===== src/rtl/regread_arbiter.sv =====
// Round-robin arbiter sharing the single register-file read port among NREQ requesters.
// Grants one read per cycle, registers the address, and returns data two cycles after the grant.
module regread_arbiter #(
    parameter int NREQ     = 4,
    parameter int ADDRW    = 5,
    parameter int DATAW    = 64,
    parameter int ZERO_REG = 31
) (
    input  logic                   clk,
    input  logic                   reset,
    input  logic                   stall,
    input  logic [NREQ-1:0]        req_valid,
    input  logic [NREQ*ADDRW-1:0]  req_addr,
    output logic [NREQ-1:0]        req_ready,
    output logic [ADDRW-1:0]       rf_addr,
    input  logic [DATAW-1:0]       rf_data,
    output logic [NREQ-1:0]        resp_valid,
    output logic [DATAW-1:0]       resp_data
);

    localparam int PTRW = (NREQ > 1) ? $clog2(NREQ) : 1;

    logic [PTRW-1:0]  ptr_q, ptr_d;
    logic             a_valid_q, a_valid_d;
    logic [PTRW-1:0]  a_id_q, a_id_d;
    logic [ADDRW-1:0] rf_addr_q, rf_addr_d;
    logic             a_zero_q, a_zero_d;
    logic [NREQ-1:0]  resp_valid_q, resp_valid_d;
    logic [DATAW-1:0] resp_data_q, resp_data_d;

    logic             hi_found, lo_found, grant_found;
    logic [PTRW-1:0]  hi_idx, lo_idx, grant_idx;
    logic [ADDRW-1:0] grant_addr;

    // Handshake: a read is accepted in the cycle req_valid[i] & req_ready[i];
    // req_ready is one-hot or zero and never depends on anything but
    // stall, req_valid and the pointer. Responses carry no backpressure.
    always_comb begin
        hi_found = 1'b0;
        lo_found = 1'b0;
        hi_idx   = '0;
        lo_idx   = '0;
        // Descending scan leaves the lowest index at/above ptr (hi) and below ptr (lo).
        for (int i = NREQ - 1; i >= 0; i--) begin
            if (req_valid[i]) begin
                if (PTRW'(i) >= ptr_q) begin
                    hi_found = 1'b1;
                    hi_idx   = PTRW'(i);
                end else begin
                    lo_found = 1'b1;
                    lo_idx   = PTRW'(i);
                end
            end
        end
        grant_found = !stall && (hi_found || lo_found);
        grant_idx   = hi_found ? hi_idx : lo_idx;

        grant_addr = '0;
        req_ready  = '0;
        for (int i = 0; i < NREQ; i++) begin
            if (grant_idx == PTRW'(i)) begin
                grant_addr   = req_addr[i*ADDRW +: ADDRW];
                req_ready[i] = grant_found;
            end
        end
    end

    always_comb begin
        ptr_d = ptr_q;
        if (grant_found) begin
            ptr_d = (grant_idx == PTRW'(NREQ - 1)) ? '0 : grant_idx + 1'b1;
        end

        a_valid_d = grant_found;
        a_id_d    = grant_idx;
        rf_addr_d = grant_found ? grant_addr : rf_addr_q;
        a_zero_d  = grant_found && (grant_addr == ADDRW'(ZERO_REG));

        resp_valid_d = '0;
        for (int i = 0; i < NREQ; i++) begin
            if (a_id_q == PTRW'(i)) begin
                resp_valid_d[i] = a_valid_q;
            end
        end

        resp_data_d = resp_data_q;
        if (a_valid_q) begin
            resp_data_d = a_zero_q ? '0 : rf_data;
        end
    end

    always_ff @(posedge clk or posedge reset) begin
        if (reset) begin
            ptr_q        <= '0;
            a_valid_q    <= 1'b0;
            a_id_q       <= '0;
            rf_addr_q    <= '0;
            a_zero_q     <= 1'b0;
            resp_valid_q <= '0;
            resp_data_q  <= '0;
        end else begin
            ptr_q        <= ptr_d;
            a_valid_q    <= a_valid_d;
            a_id_q       <= a_id_d;
            rf_addr_q    <= rf_addr_d;
            a_zero_q     <= a_zero_d;
            resp_valid_q <= resp_valid_d;
            resp_data_q  <= resp_data_d;
        end
    end

    assign rf_addr    = rf_addr_q;
    assign resp_valid = resp_valid_q;
    assign resp_data  = resp_data_q;

endmodule


===== config.mk =====
export PLATFORM = sky130hd
export DESIGN_NAME = regread_arbiter
export DESIGN_NICKNAME = d
export VERILOG_FILES = /design/src/rtl/regread_arbiter.sv
export SDC_FILE = /design/constraint.sdc
export NUM_CORES = 1
export LEC_CHECK = 0
export CAP_MARGIN = 25
export CORE_MARGIN = 4
export CORE_UTILIZATION = 43
export DETAILED_ROUTE_END_ITERATION = 16
export PLACE_DENSITY = 0.85
export SLEW_MARGIN = 20
export SYNTH_ARGS = -nofsm -noshare
export SYNTH_HDL_FRONTEND = slang
export SYNTH_SLANG_ARGS = --single-unit

===== constraint.sdc =====
create_clock -name clk -period 3.75 [get_ports clk]
set_clock_uncertainty 0.2 [all_clocks]
set_input_delay 0.5625 -clock clk [delete_from_list [all_inputs] [get_ports clk]]
set_output_delay 0.5625 -clock clk [all_outputs]
set_load 0.02 [all_outputs]

; Yosys cells after proc, flatten, opt, wreduce, memory -nomap -nowiden
; Index checks and enable logic that the tools add are counted.
[word_totals]
mem_bits_ro = 0
mem_bits_rw = 0
elab_cells = 72
n_memories = 0
latchBits = 0
register_bits = 79
[classes]
bitwise_logic = 0
mux = 47
n_addsub = 1
n_shift = 0
mul = 0
order_cmp = 4
n_eq_ne = 7
reduce_logical = 6
div = 0
[op_table]
columns = op, n
row1 = 64-bit two-way mux, 1
row2 = 2-bit two-way mux, 18
row3 = 1-bit two-way mux, 24
row4 = 5-bit two-way mux, 4
row5 = 2-bit equality test (second input constant), 4
row6 = 5-bit equality test (second input constant), 1
row7 = 2-bit by 1-bit equality test with 1-bit output (second input constant), 2
row8 = 1-bit by 2-bit greater-or-equal comparator with 1-bit output (first input constant), 2
row9 = 2-bit greater-or-equal comparator (first input constant), 2
row10 = 2-bit zero test, 2
row11 = 2-bit by 1-bit adder with 2-bit output (second input constant), 1
row12 = 1-bit logical AND, 2
row13 = 1-bit zero test, 1
row14 = 1-bit logical OR, 1

; Logic depth before layout (Yosys ltp)
[logic_depth]
word_depth = 17
depth_mapped = 10
depth_no_buf = 9

; Worst setup path after synthesis
; Ideal clock, no wire load.
[synth_timing]
path_type = input -> output
from = in req_valid[2]
to = out req_ready[3]
t_arrival_ns = 1.724
path_buffers = 1
slack_ns = 1.263
stages = 7
cell_sequence = inv_1 > o22ai_1 > a211o_1 > inv_1 > ha_1 > buf_4 > and2_1
[synth_between]
elab_chain_len = 8
elab_cells_between_ends = 25
cone_classes = eq/ne (1) / mux (22) / reduce/logical (2)
[synth_rtl]
columns = element, line_no
row1 = from (decl), 12  ; input logic [NREQ-1:0] req_valid,
row2 = 2-bit two-way mux / 1-bit two-way mux (equally long branches), 45  ; if (req_valid[i]) begin
row3 = 2-bit two-way mux / 1-bit two-way mux (equally long branches), 46  ; if (PTRW'(i) >= ptr_q) begin
row4 = 2-bit two-way mux / 1-bit two-way mux (equally long branches), 45
row5 = 2-bit two-way mux / 1-bit two-way mux (equally long branches), 46
row6 = 2-bit two-way mux / 1-bit two-way mux (equally long branches), 45
row7 = 2-bit two-way mux *, 56  ; grant_idx = hi_found ? hi_idx : lo_idx;
row8 = via a_id_d[0], 25  ; logic [PTRW-1:0] a_id_q, a_id_d;
row9 = 2-bit equality test *, 61  ; if (grant_idx == PTRW'(i)) begin
row10 = 1-bit two-way mux *, 61
row11 = to (decl), 14  ; output logic [NREQ-1:0] req_ready,
; Mark *: on every way through the listed nets, which the timed path passes. The rest lies on a longest branch.

; Worst setup path in the final report
[layout_timing]
from = in req_valid[0]
to = out req_ready[0]
[layout_between]
elab_chain_len = 4
elab_cells_between_ends = 9
cone_classes = mux (6) / reduce/logical (3)
[layout_rtl]
columns = element, line_no
row1 = 2-bit two-way mux / 1-bit two-way mux (equally long branches), 45
row2 = 2-bit two-way mux *, 56
row3 = via a_id_d[1], 25
row4 = 2-bit zero test *, 61
row5 = 1-bit two-way mux *, 61
; Marks and branches as above.

==> flow_summary.toml <==
[worst_setup_path]
rr_worst_depth = 8
cp_slowest_stage_delay_ps = 600
cp-startpoint = "req_valid[0]"
cp_slowest_cell = "clkdlybuf4s50_1"
cp_common_cell = "clkdlybuf4s50_1"
cp-end-kind = "output port"
r2r_slack_ps = 1210
r2r-end = "rf_addr[3]$_DFFE_PP0P_"
path_max_fanout = 5
cp.depth = 8
worstPathArrival_ps = 2740
crit_type = "in -> out"
critPathCapture = "req_ready[0]"
critical-path-top-delay-family = "buffers and inverters"
start_kind = "input port"
cp.required_ps = 2990
r2r_start = "ptr_q[0]$_DFFE_PP0P_"
cp_num_buf_inv = 3
crit_chain = "clkdlybuf4s50_1, nand2b_1, and2b_1, o22a_1, inv_2, ha_1, and2_1, clkdlybuf4s50_1"

[die]
start_util_pct = 44.2
die_w_um = 96.9
core_area_mm2 = 0.00769
die_h_um = 96.9
die_area_mm2 = 0.00939
ios = 168
rows = 32

[clock_network]
cts_buffer_depth = 2
ctsHoldBuffers = 0
numCtsBuffers = 9
clk_pin_slew_ps = 70
insertion_delay_ps = 330
postCtsResizedCells = 0
htreeDepth = 3
clockRootBuffer = "clkbuf_8"
cts_tree = "yes"
post_cts_buffers = 0
cts.sinks = 79

[final_layout]
layout_common_cells = "167 x clkdlybuf4s50_1, 78 x dfrtp_1, 70 x inv_1, 69 x nand2_1, 66 x o21ai_0"
final_area_mm2 = 0.00533
instances_no_fill = 632
nets = 621
drive_gt1_share_pct = 6.79
antenna_cells = 0
area_growth_pct = 56.8
final_common_cell = "clkdlybuf4s50_1"

[drt]
viasPerCell = 4.68
drc = 0
wl_um = 9300
initialDrtViolationCount = 80
ant_nets = 0
vias = 2958
post_drt_wl_per_cell_um = 14.7
first_pass_iters = 6

[synthesis]
synth_warnings = 0
syn_nets = 453
ys_types = 35
synth_simple_gate_area_share_pct = 13.4
synth_compound_area_share_pct = 14.5
synth_ff_type = "dfrtp_1"
postSynth.asyncResetShare_pct = 100
synth_area_mm2 = 0.00340
synth_edf_count = 0
synth_top_family_by_area = "compound AO/OA/AOI/OAI gates"
synth_area_per_cell_um2 = 9.49
netlist_instances = 358
muxShareOfSynthArea_pct = 1.44
synth-seq-cells = 79
synth_xor_area_share_pct = 0
synth-adder-area-share_pct = 1.47
synth.yosys.seq_area_share_pct = 58.2

[power]
ir_worst_vdd_mv = 0.346
p_per_area_mw_per_mm2 = 480
p_leak_nw = 2.47
power_w = 0.00256

[timing]
fmax_mhz = 285
fin_crit_ps = 3510
setup_tns_ps = 0
worst_pin_slew_ps = 576
slew_viol_final = 0
final-setup-viol-count = 0
finalHoldViolCount = 0
rsz0062_at_grt = "no"
fin_crit_sh_pct = 93.5
hold_slack_ps = 279
slew_headroom_pct = 61.6

[global_route]
grt_pass1_wl_um = 15000
grt.overflow.total = 0
grt_start_max_net_pins = 70
antenna_found_initial = 0
grt_usage_pct = 19.8
grt_pass1_vias = 2981

[place]
placed_area_mm2 = 0.00516
portBuffers = 167
place_congestion = 0.820
dp_hpwl_um = 7040
dp.cells = 617

[min_path]
hp-class = "reg -> reg"
min_from = "a_id_q[0]$_DFF_PP0_"

[job]
maxCapViolCount = 0

[run_status]
status = "finished, final reports clean"
cells in the mapped netlist, drive strengths merged (3+ instances only):
cell    count  area (µm²)
a211oi      4        35.0
nor3b       3        22.5
nand2      69         259
inv        72         270
a21oi       6        30.0
and2        4        25.0
clkbuf      6        22.5
buf        12        81.3
dfrtp      79        1980
o21ai      66         330
ha          4        50.1
nor2        5        26.3
nor2b       4        25.0
mux2        4        48.8
worst register-to-register path, delay by kind of cell, from the launching register on:
family,cells,cell delay (ps)
AOI/OAI and AO/OA,3,730
DFF,1,420
and+or+nand+nor,2,350
muxes,1,300
adders and majority gates,1,250
buffers and inverters,1,180
cell families after synthesis:
| kind of cell | count (synthesis) |
|---|---|
| DFF | 79 |
| buffers and inverters | 90 |
| adders and majority gates | 4 |
| and+or+nand+nor | 95 |
| muxes | 4 |
| AOI/OAI and AO/OA | 86 |
per-layer routing:
layer	part of all wire, %	up-vias	GRT usage (%)
li1	-	1449	-
met1	41	1364	23.1
met2	49	131	33.4
met3	8.2	14	8.07
met4	2.2	0	6.37
met5	0	-	0
report_power, final:
part	internal (W)	switching (W)	total [W]
Clock	0.000252	0.000285	0.000537
Combinational	0.000468	0.000487	0.000955
Sequential	0.000985	0.0000799	0.00106
Total	0.00170	0.000852	0.00256
registers in the layout, summed over array words and instances (netlist names):
name        flops
ptr_q           2
a_id_q          2
rf_addr         5
a_valid_q       1
a_zero_q        1
resp_data      64
resp_valid      4
layout make-up:
class | count | area (µm²)
Fill cell | 618 | 2360
Multi-Input combinational cell | 189 | 1050
Sequential cell | 79 | 1980
Tap cell | 102 | 128
Clock inverter | 4 | 22.5
Clock buffer | 11 | 141
Inverter | 72 | 272
Timing Repair Buffer | 175 | 1730
per-stage QoR:
| step | setup slack, ps | util, % |
|---|---|---|
| floorplan | 964 | - |
| global placement | 326 | 67.2 |
| detailed placement | 287 | 67.2 |
| CTS | 254 | 69.3 |
| global route | 152 | 69.3 |
| finish | 243 | 69.3 |
worst min-delay path by stage:
stage	endpoint	cells after the start	slack (ps)
finish	resp_valid[2]$_DFF_PP0_	1	280
global route	resp_valid[2]$_DFF_PP0_	1	300
CTS	resp_valid[0]$_DFF_PP0_	1	280
detailed placement	resp_valid[0]$_DFF_PP0_	1	270
global placement	resp_valid[0]$_DFF_PP0_	1	250
floorplan	resp_data[54]$_DFFE_PP0P_	1	220
Power figures use the tool's default switching activity.
